### src/rtl/adc_frame_align.sv
// Frame-lane alignment for ISERDES-based serial ADCs: drives bitslip until the frame word
// matches FRAME_PATTERN, then emits formatted, qualified per-channel samples.
module adc_frame_align #(
    parameter int                       NUM_CH        = 2,
    parameter int                       LANES_PER_CH  = 2,
    parameter int                       BITS_PER_LANE = 7,
    parameter int                       OUT_W         = 16,
    parameter logic [BITS_PER_LANE-1:0] FRAME_PATTERN = 7'b1111000,
    parameter int                       FORMAT        = 0,
    parameter int                       SLIP_WAIT     = 4,
    parameter int                       LOCK_COUNT    = 16,
    parameter int                       LOSS_COUNT    = 4,
    localparam int                      SAMPLE_W      = LANES_PER_CH * BITS_PER_LANE,
    localparam int                      SLIP_W        = $clog2(BITS_PER_LANE + 1)
) (
    input  logic                       clk,
    input  logic                       reset,
    input  logic                       resync,
    input  logic [BITS_PER_LANE-1:0]   deser_frame,
    input  logic [NUM_CH*SAMPLE_W-1:0] deser_data,
    output logic                       bitslip,
    output logic [NUM_CH*OUT_W-1:0]    data,
    output logic                       data_valid,
    output logic                       locked,
    output logic                       align_err,
    output logic [SLIP_W-1:0]          slip_count,
    output logic [7:0]                 lock_loss_cnt
);

    localparam int WAIT_W = (SLIP_WAIT > 0) ? $clog2(SLIP_WAIT + 1) : 1;
    localparam int VER_W  = $clog2(LOCK_COUNT + 1);
    localparam int LOSS_W = $clog2(LOSS_COUNT + 1);

    localparam logic [WAIT_W-1:0] WAIT_LOAD  = WAIT_W'(SLIP_WAIT);
    localparam logic [VER_W-1:0]  LOCK_CNT_V = VER_W'(LOCK_COUNT);
    localparam logic [LOSS_W-1:0] LOSS_CNT_V = LOSS_W'(LOSS_COUNT);
    localparam logic [SLIP_W-1:0] SLIP_WRAP  = SLIP_W'(BITS_PER_LANE);

    typedef enum logic [1:0] {
        ST_SEARCH    = 2'd0,
        ST_SLIP_WAIT = 2'd1,
        ST_VERIFY    = 2'd2,
        ST_LOCKED    = 2'd3
    } state_t;

    state_t                    state_reg, state_next;
    logic [WAIT_W-1:0]         wait_reg, wait_next;
    logic [VER_W-1:0]          ver_reg, ver_next;
    logic [LOSS_W-1:0]         miss_reg, miss_next;
    logic [SLIP_W-1:0]         slip_reg, slip_next;
    logic                      align_err_reg, align_err_next;
    logic                      locked_reg, locked_next;
    logic                      bitslip_reg, bitslip_next;
    logic [7:0]                loss_reg, loss_next;
    logic                      valid_reg, valid_next;
    logic [NUM_CH*OUT_W-1:0]   data_reg, data_next;
    logic [NUM_CH*OUT_W-1:0]   fmt_data;
    logic                      match;
    logic                      slip_req;
    logic [SLIP_W-1:0]         slip_inc;
    logic [VER_W-1:0]          ver_inc;
    logic [LOSS_W-1:0]         miss_inc;

    assign match    = (deser_frame == FRAME_PATTERN);
    assign slip_inc = slip_reg + 1'b1;
    assign ver_inc  = ver_reg + 1'b1;
    assign miss_inc = miss_reg + 1'b1;

    // Offset-binary to two's complement is just an MSB flip followed by sign extension.
    genvar gi;
    generate
        for (gi = 0; gi < NUM_CH; gi++) begin : g_ch
            logic [SAMPLE_W-1:0] sample;
            assign sample = deser_data[gi*SAMPLE_W +: SAMPLE_W];
            if (FORMAT == 1) begin : g_twos
                logic signed [SAMPLE_W-1:0] twos;
                assign twos = {~sample[SAMPLE_W-1], sample[SAMPLE_W-2:0]};
                assign fmt_data[gi*OUT_W +: OUT_W] = OUT_W'(twos);
            end else begin : g_raw
                assign fmt_data[gi*OUT_W +: OUT_W] = OUT_W'(sample);
            end
        end
    endgenerate

    always_comb begin
        state_next     = state_reg;
        wait_next      = wait_reg;
        ver_next       = ver_reg;
        miss_next      = miss_reg;
        slip_next      = slip_reg;
        align_err_next = align_err_reg;
        locked_next    = locked_reg;
        bitslip_next   = 1'b0;
        loss_next      = loss_reg;
        valid_next     = 1'b0;
        data_next      = data_reg;
        slip_req       = 1'b0;

        case (state_reg)
            ST_SEARCH: begin
                if (!match) begin
                    slip_req = 1'b0 | 1'b1;
                end else if (LOCK_COUNT <= 1) begin
                    state_next  = ST_LOCKED;
                    locked_next = 1'b1;
                    miss_next   = '0;
                end else begin
                    state_next = ST_VERIFY;
                    ver_next   = VER_W'(1);
                end
            end
            ST_SLIP_WAIT: begin
                wait_next = wait_reg - 1'b1;
                if (wait_reg <= WAIT_W'(1)) begin
                    wait_next  = '0;
                    state_next = ST_SEARCH;
                end
            end
            ST_VERIFY: begin
                if (!match) begin
                    slip_req = 1'b1;
                end else if (ver_inc == LOCK_CNT_V) begin
                    state_next  = ST_LOCKED;
                    locked_next = 1'b1;
                    ver_next    = '0;
                    miss_next   = '0;
                end else begin
                    ver_next = ver_inc;
                end
            end
            default: begin
                if (match) begin
                    miss_next  = '0;
                    valid_next = 1'b1;
                    data_next  = fmt_data;
                end else if (miss_inc == LOSS_CNT_V) begin
                    // Lock loss restarts the search without slipping: the first frame seen
                    // in SEARCH may well still be aligned.
                    state_next  = ST_SEARCH;
                    locked_next = 1'b0;
                    miss_next   = '0;
                    slip_next   = '0;
                    if (loss_reg != 8'hFF) begin
                        loss_next = loss_reg + 1'b1;
                    end
                end else begin
                    miss_next = miss_inc;
                end
            end
        endcase

        if (slip_req) begin
            bitslip_next = 1'b1;
            wait_next    = WAIT_LOAD;
            state_next   = ST_SLIP_WAIT;
            ver_next     = '0;
            if (slip_inc == SLIP_WRAP) begin
                slip_next      = '0;
                align_err_next = 1'b1;
            end else begin
                slip_next = slip_inc;
            end
        end

        if (resync) begin
            state_next     = ST_SEARCH;
            wait_next      = '0;
            ver_next       = '0;
            miss_next      = '0;
            slip_next      = '0;
            align_err_next = 1'b0;
            locked_next    = 1'b0;
            bitslip_next   = 1'b0;
            loss_next      = loss_reg;
            valid_next     = 1'b0;
            data_next      = data_reg;
        end
    end

    always_ff @(posedge clk) begin
        if (reset) begin
            state_reg     <= ST_SEARCH;
            wait_reg      <= '0;
            ver_reg       <= '0;
            miss_reg      <= '0;
            slip_reg      <= '0;
            align_err_reg <= 1'b0;
            locked_reg    <= 1'b0;
            bitslip_reg   <= 1'b0;
            loss_reg      <= '0;
            valid_reg     <= 1'b0;
            data_reg      <= '0;
        end else begin
            state_reg     <= state_next;
            wait_reg      <= wait_next;
            ver_reg       <= ver_next;
            miss_reg      <= miss_next;
            slip_reg      <= slip_next;
            align_err_reg <= align_err_next;
            locked_reg    <= locked_next;
            bitslip_reg   <= bitslip_next;
            loss_reg      <= loss_next;
            valid_reg     <= valid_next;
            data_reg      <= data_next;
        end
    end

    assign bitslip       = bitslip_reg;
    assign data          = data_reg;
    assign data_valid    = valid_reg;
    assign locked        = locked_reg;
    assign align_err     = align_err_reg;
    assign slip_count    = slip_reg;
    assign lock_loss_cnt = loss_reg;

endmodule

### config.mk
export PLATFORM = sky130hd
export DESIGN_NAME = adc_frame_align
export DESIGN_NICKNAME = d
export VERILOG_FILES = /design/src/rtl/adc_frame_align.sv
export SDC_FILE = /design/constraint.sdc
export NUM_CORES = 1
export LEC_CHECK = 0
export CORE_MARGIN = 4
export CORE_UTILIZATION = 50
export CTS_CLUSTER_DIAMETER = 50
export CTS_CLUSTER_SIZE = 12
export DETAILED_ROUTE_END_ITERATION = 12
export PLACE_DENSITY_LB_ADDON = 0.2
export REMOVE_ABC_BUFFERS = 1
export SETUP_SLACK_MARGIN = 0.2
export SYNTH_ARGS = -nofsm -noshare
export SYNTH_HDL_FRONTEND = slang
export SYNTH_SLANG_ARGS = --single-unit
### constraint.sdc
create_clock -name clk -period 3.9 [get_ports clk]
set_input_delay 0.585 -clock clk [delete_from_list [all_inputs] [get_ports clk]]
set_output_delay 0.585 -clock clk [all_outputs]
set_load 0.005 [all_outputs]
# Word-level counts from Yosys, hierarchy flattened
# Cells that the tools add are included.
# word_totals
in_bits	38
out_inout_bits	47
reg_bits	56
# classes
n_reduce_logical	22
mux	34
magnitude_cmp	1
add_sub_neg	5
n_eq_ne	20
n_bitwise	4
# op_table
operator	n
2-to-1 mux 3 bit	12
2-to-1 mux 5 bit	3
2-to-1 mux 2 bit	6
!= test 3 bit (second input constant)	4
AND reduction 3 bit	4
AND reduction 6 bit	2
one-hot mux 5 bit (2 select lines)	1
AND reduction 5 bit	2
2-to-1 mux 1 bit	9
adder 8 x 1 -> 8 bit (second input constant)	1
!= test 2 bit (second input constant)	4
!= test 8 bit (second input constant)	1
nonzero test 2 bit	4
== test 7 bit (second input constant)	1
adder 3 x 1 -> 3 bit (second input constant)	2
== test 3 bit (second input constant)	2
!= test 2 x 1 -> 1 bit (second input constant)	3
one-hot mux 2 bit (3 select lines)	1
one-hot mux 3 bit (2 select lines)	1
OR reduction 2 bit	3
OR reduction 3 bit	2
adder 5 x 1 -> 5 bit (second input constant)	1
== test 5 bit (second input constant)	1
!= test 5 x 1 -> 1 bit (second input constant)	1
12 further kinds	15

# Logic depth before layout (Yosys ltp)
# Gate-level depths: netlist of run 1.
# logic_depth
word_depth	6
mapped_depth	8
depth_no_buf	7

# Worst setup path before layout of run 1
# OpenSTA, ideal clock, no wires.
# synth_path
kind	input to register
from	input port deser_frame[0]
to	register miss_reg[2]
required_time_ps	3768
arrival_ps	1754
path_slack_ps	2014
path_buffers	1
stages	6
path_cell_list	nand4bb_4 -> or2_0 -> buf_2 -> o31a_1 -> nor3_2 -> a311oi_1
# synth_via
elab_chain_len	3
word_cells_on_any_way	5
# synth_lines
element	line	text
start: declaration	19	input logic [BITS_PER_LANE-1:0] deser_frame,
== test 7 bit (*)	64	assign match = (deser_frame == FRAME_PATTERN);
2-to-1 mux 3 bit / != test 2 bit (equally long branches)	--	
one-hot mux 3 bit (2 select lines) / AND reduction 3 bit (equally long branches)	--	
end signal: assignment	197	miss_reg <= miss_next;
end: declaration	49	logic [LOSS_W-1:0] miss_reg, miss_next;
# Every way passes the cells marked *; elsewhere a longest branch is shown, timed or not.
# A chain may end at the register's enable or synchronous reset.

# Worst setup path in the final report of run 1
# layout_path
from	input port deser_frame[6]
to	register data_reg[8] (netlist: data[8])
# layout_via
elab_chain_len	2
# layout_lines
element	line	text
== test 7 bit	64	
AND reduction 3 bit (no source line)	--	
end signal: assignment	204	data_reg <= data_next;
end: declaration	56	logic [NUM_CH*OUT_W-1:0] data_reg, data_next;
# No other way between the ends.

==> run metrics, run 1 <==
outcome=finished clean; initial antenna violation count=0; I/O Buffers=80; clk sinks=between 50 and 60; worst-case clock buffer depth=2; routed length per instance=13.6 um; final setup fails=0; ys flop type=dfxtp_1; top post-synthesis cells by area=dfxtp_1, nand2_1, a21oi_1, ha_1, nor2_1; reg2reg path depth=6; fin nets=about 440; CTS tree=yes; Synth top area share=between 40% and 50%; Setup Skew=4.58 ps; CTS resizes=0; core area=0.00511 mm^2; Synth Area per Inst=8.38 um^2; worst vdd ir=0.192 mV; share of layout cells above drive strength 1=under 10%; Crit. End Element=register; clock transition at the registers of the reported paths=100 ps; Cell Area, Placed=0.00346 mm^2; Post-synth ARST share=0%; drt first pass iters=4; final hold violations=0; Die Y=80.7 um; worst skew pair latency=around 310 ps; maxcap violations=0; gr ovfl total=0; largest net degree at the start of global routing=39; # DRC=0; number of synthesized flops with an enable pin=0; hold path startpoint=data[28]; max reg flops=28; Die X=80.7 um; FF-to-FF setup slack=1790 ps; CTS Buf Count=5; post-synthesis xor/xnor area fraction=3.27%; sequential-to-total area share from yosys stat=between 40 and 50%; Setup Fix Bufs, Post-CTS=0; mux share of post-synthesis cell area=about 1.6%; vias in the first global route=2315; combinational family with the most area after synthesis=simple AND/OR/NAND/NOR gates; Final ANT Viol Nets=0; compound-cell area share of the yosys netlist=between 10% and 20%; CP max stage delay=about 770 ps; Design Area, Final=0.00354 mm^2; FMAX=around 420 MHz; area growth from synthesis to layout=34.3%; Hold Crit Class=reg2reg; critical path arrival=2640 ps; number of vias per cell=5.31; count of state elements after synthesis=56; hold_buf cts=0; gr usage total=between 15 and 20%; startpoint types=primary input; Detailed Place HPWL=about 4.6 mm; worst path cell trace=clkdlybuf4s50_1 -> nand4bb_4 -> nor2_1 -> buf_4 -> and2_1 -> nand2_1 -> a21oi_1; RSZ-0062 raised after global routing=no; root buffer cell=clkbuf_8; Setup TNS Final=0 ps; required time of the worst setup path=4140 ps; worst reg2reg startpoint=state_reg[0]; diode count=0; synth warn=0; Slew HR=36.3%; CTS H-tree lvls=2; Final GP Congestion=0.886; critical register-to-register path endpoint=miss_reg[2]; most common cell in the netlist=nand2_1; CP Max Fanout=28; cell area after synthesis=0.00264 mm^2; Post-Synth Adder-Cell Area=between 5 and 6%; post-synth top area cell=dfxtp_1; Cell Rows=26; worst slew pin tran=955 ps; vias=about 2400; Initial Util=51.7%; Pleak=1.21 nW; global-route wire length before repair=10.2 mm; Netlist cell types=49; Synth Instances=315; # IOs=85; worst hold endpoint=data[28]; Die ar.=0.00651 mm^2; crit path time final=2390 ps; Final period util=around 60%; critical path's slowest cell=and2_1; Simple-Gate Fraction of Synth Area=22.7%; filler instances=440; DRT iter0 DRCs=135; final wirelength=6.23 mm; pwr dens=281 mW/mm^2; WHS Path Cells=2; CP Class=in2reg; most frequent cells after synthesis=nand2_1, dfxtp_1, a21oi_1; Max Slew Vio Count=0
final cells by class:
class	count	area, um^2	share of cell area, %
clock buffer	6	72.6	2.05
clock inverter	2	13.8	0.388
inverter	8	30.0	0.847
multi-input combinational	234	1400	39.6
sequential	56	1120	31.6
tap	70	87.6	2.47
timing repair buffer	82	816	23.0
worst max-delay path: cells and delay by family:
family	cells	cell delay (ps)
and+or+nand+nor	4	1190
buffers and inverters	2	690
AOI/OAI and AO/OA	1	160
where the power goes:
| group | total (W) | internal (W) | switching (W) |
|---|---|---|---|
| logic | 0.000101 | 0.0000550 | 0.0000464 |
| clock network | 0.000314 | 0.000128 | 0.000186 |
| registers | 0.000580 | 0.000576 | 0.00000431 |
layout by cell type (no fill, tap or decap), types with 3 or more instances in the layout:
cell | netlist | layout
conb_1 | 1 | 4
clkbuf_8 | 0 | 5
xnor2_1 | 7 | 7
a2111oi_2 | 3 | 3
nor3_1 | 4 | 4
a211oi_1 | 3 | 3
o22a_1 | 3 | 3
dfxtp_1 | 56 | 56
nor2b_1 | 3 | 3
nor2_1 | 26 | 26
o21ai_0 | 7 | 7
inv_1 | 8 | 8
nand3_1 | 6 | 6
mux2i_1 | 3 | 3
and3_1 | 3 | 3
ha_1 | 12 | 12
nor3b_1 | 5 | 5
clkdlybuf4s50_1 | 0 | 80
a21oi_1 | 37 | 37
nand2_1 | 69 | 69
a31oi_1 | 6 | 6
kinds of logic (layout without fill, tap and decap cells):
| family | Yosys count | count (layout) |
|---|---|---|
| mux | 4 | 4 |
| xor+xnor | 9 | 9 |
| fa+ha+maj | 12 | 12 |
| simple gates | 129 | 129 |
| other cells | 1 | 4 |
| buf+inv | 28 | 98 |
| compound gates | 76 | 76 |
| flops | 56 | 56 |
worst max-delay path by stage:
stage | startpoint | endpoint | slack [ps] | cells past startpoint
global route | deser_frame[3] | data[2] | 1240 | 7
global placement | deser_frame[6] | data[6] | 1190 | 7
floorplan | deser_frame[0] | data[0] | 1710 | 5
finish | deser_frame[6] | data[8] | 1510 | 7
CTS | deser_frame[6] | data[6] | 1490 | 7
detailed placement | deser_frame[6] | data[6] | 1160 | 7
metal layers:
| metal | up-vias | wire length, um | global-route usage (%) |
|---|---|---|---|
| li1 | 1223 | - | - |
| met1 | 1139 | 2660 | 23.1 |
| met2 | 61 | 3210 | 34.3 |
| met3 | 10 | 255 | 4.71 |
| met4 | 0 | 97 | 7.09 |
| met5 | - | 0 | 0 |
metrics by stage:
stage / total power (W) / worst slack [ps] / hold WS, ps / instances / util [%]
6_report: 0.000996 / 1510 / 460 / 458 / 69.4
5_1_grt: 0.00104 / 1240 / 485 / 458 / 69.4
4_1_cts: 0.00100 / 1490 / 461 / 458 / 69.4
3_5_place_dp: 0.000694 / 1160 / 447 / 450 / 67.7
3_3_place_gp: 0.000692 / 1190 / 440 / 450 / 67.7
2_1_floorplan: 0.000634 / 1710 / 447 / 298 / -
(Power assumes the default switching activity.)
==> run 2, diff against run 1 <==
--- a/config.mk
+++ b/config.mk
@@ -6,7 +6,7 @@
 export NUM_CORES = 1
 export LEC_CHECK = 0
 export CORE_MARGIN = 4
-export CORE_UTILIZATION = 50
+export CORE_UTILIZATION = 42
 export CTS_CLUSTER_DIAMETER = 50
 export CTS_CLUSTER_SIZE = 12
 export DETAILED_ROUTE_END_ITERATION = 12
==> constraint.sdc (replaced) <==
create_clock -name clk -period 2.1 [get_ports clk]
set_input_delay 0.315 -clock clk [delete_from_list [all_inputs] [get_ports clk]]
set_output_delay 0.315 -clock clk [all_outputs]
set_load 0.005 [all_outputs]
==> run 2 against run 1 <==
Critical path depth is 1 lower. Cell count is 3.3% higher. Non-clock buffer count is 10 higher. Sequential cell count stayed put. Sequential share of layout area is 1.4 points lower. Combinational power is 99% higher. Utilization is 7.6 points lower. Clock-buffer cell count is 1 lower. Die area is 17% higher. Via count is 0.82% lower. Register-to-register slack worse by 1500 ps.
==> run metrics, run 2 (synthesis gave the netlist of run 1 again) <==
outcome=finished clean; worst vdd ir=0.367 mV (+91%); largest net degree at the start of global routing=37 (-5.1%); CTS Buf Count=5 (unchanged); max reg flops=28 (unchanged); FF-to-FF setup slack=300 ps (-1490 ps); RSZ-0062 raised after global routing=no; maxcap violations=0 (unchanged); required time of the worst setup path=2300 ps (-1840 ps); FMAX=556 MHz; Final ANT Viol Nets=0 (unchanged); Cell Rows=28 (+7.7%); gr ovfl total=0 (unchanged); DRT iter0 DRCs=171 (+27%); critical path's slowest cell=dfxtp_1; CP Max Fanout=7 (-75%); Die Y=87.3 um (+8.2%); worst skew pair latency=310 ps (about the same); leading cell type in the layout, fill and taps excluded=clkdlybuf4s50_1; crit path time final=1800 ps; Die X=87.3 um (+8.2%); WHS Path Cells=2 (unchanged); final wirelength=6.66 mm (+6.9%); Setup TNS Final=0 ps (unchanged); Top Family by Delay on Critical Path=compound AO/OA/AOI/OAI gates; Hold Crit Class=reg2reg; CTS tree=yes; drt first pass iters=4 (unchanged); WP buf/inv=0 (-2); root buffer cell=clkbuf_8; area growth from synthesis to layout=41.1%; Seq. cell area=0.00113 mm^2 (+0.56%); clk sinks=56 (unchanged); gr usage total=18.0% (-1.6 points); worst hold endpoint=data[1]; Initial Util=43.8% (-7.9 points); clock transition at the registers of the reported paths=100 ps (about the same); routed length per instance=14.1 um (+3.5%); filler instances=556 (+26%); Final GP Congestion=0.841 (-5.1%); Multi-input gate area=0.00146 mm^2 (+3.9%); Pleak=1.27 nW (+5.3%); startpoint types=register; core area=0.00603 mm^2 (+18%); # DRC=0 (unchanged); final hold violations=0 (unchanged); Max Slew Vio Count=0 (unchanged); CTS H-tree lvls=2 (unchanged); diode count=0 (unchanged); final setup fails=0 (unchanged); I/O Buffers=80 (unchanged); post-layout util=61.8% (-7.6 points); number of vias per cell=5.10 (-4.0%); worst path cell trace=ha_4 -> xor2_4 -> o2111ai_4 -> a21oi_1 -> mux2i_1 -> nor2_1; CP max stage delay=410 ps (-360 ps); Setup Skew=4.96 ps (+0.374 ps); pwr dens=538 mW/mm^2 (+91%); # IOs=85 (unchanged); worst-case clock buffer depth=2 (unchanged); worst reg2reg startpoint=miss_reg[1]; critical path arrival=2000 ps (-640 ps); Design Area, Final=0.00372 mm^2 (+5.1%); reg2reg path depth=6 (unchanged); commonest cells after routing, fill and taps aside=clkdlybuf4s50_1, nand2_1, dfxtp_1, a21oi_1, nor2_1; Die ar.=0.00762 mm^2 (+17%); Crit. End Element=register; critical register-to-register path endpoint=lock_loss_cnt[1]; global-route wire length before repair=11.0 mm (+8.1%); Final period util=85.7%; fin nets=447 (+2.3%); share of layout cells above drive strength 1=10.1% (+4.6 points); vias in the first global route=2352 (+1.6%); initial antenna violation count=0 (unchanged); Cell Area, Placed=0.00354 mm^2 (+2.3%); Detailed Place HPWL=4.77 mm (+4.0%); hold path startpoint=data[1]; vias=2413 (-0.82%); CP Class=reg2reg
run 2: worst max-delay path by stage:
stage	startpoint	endpoint	slack [ps]	depth (start not counted)
final	miss_reg[1]	lock_loss_cnt[1]	300	6
after global routing	miss_reg[1]	lock_loss_cnt[1]	190	6
after CTS	miss_reg[0]	lock_loss_cnt[4]	210	6
after detailed placement	deser_frame[0]	state_reg[0]	60	7
after global placement	deser_frame[0]	miss_reg[2]	80	6
after floorplan	deser_frame[0]	data[0]	180	5
run 2: layout make-up:
cell class	instances	share of cell area (%)
clock buffers	5	1.85
clock inverters	3	1.14
inverters	8	0.806
multi-input cells	234	39.2
flip-flops and latches	56	30.3
well taps	75	2.52
repair buffers	92	24.3
run 2: tightest hold or removal path: cells and delay by family (launching register included):
kind             cells  cell delay, ps
flip-flops           1             320
AND/OR/NAND/NOR      1              50
AO/OA/AOI/OAI        1              50
run 2: where the power goes:
group / total (W) / switching [W] / internal, W / leakage, nW
Combinational: 0.000201 / 0.0000907 / 0.000110 / 0.764
Sequential: 0.00108 / 0.00000973 / 0.00107 / 0.453
Clock: 0.000721 / 0.000367 / 0.000354 / 0.0541
run 2: stage by stage:
step           hold slack, ps  total power, W  setup slack [ps]  std cells
2_1_floorplan             384         0.00118               175        298
3_3_place_gp              440         0.00129              84.9        463
3_5_place_dp              445         0.00130              62.0        463
4_1_cts                   460         0.00201               207        471
5_1_grt                   474         0.00209               187        473
6_report                  457         0.00200               301        473
run 2: per-layer routing:
metal	part of all wire [%]	GRT usage [%]	vias up
met5	0	0	-
met4	0.80	4.32	0
met3	7.7	7.47	5
met2	48	29.3	58
met1	43	22.2	1114
li1	-	-	1236
run 2: repair_timing:
action | 4_1_cts | 5_1_grt
resized for setup | 3 | 11
setup endpoints to repair | 7 | 14
pin swaps | 0 | 2
buffers inserted | 0 | 2
hold buffers | 0 | 0
cloned | 0 | 0
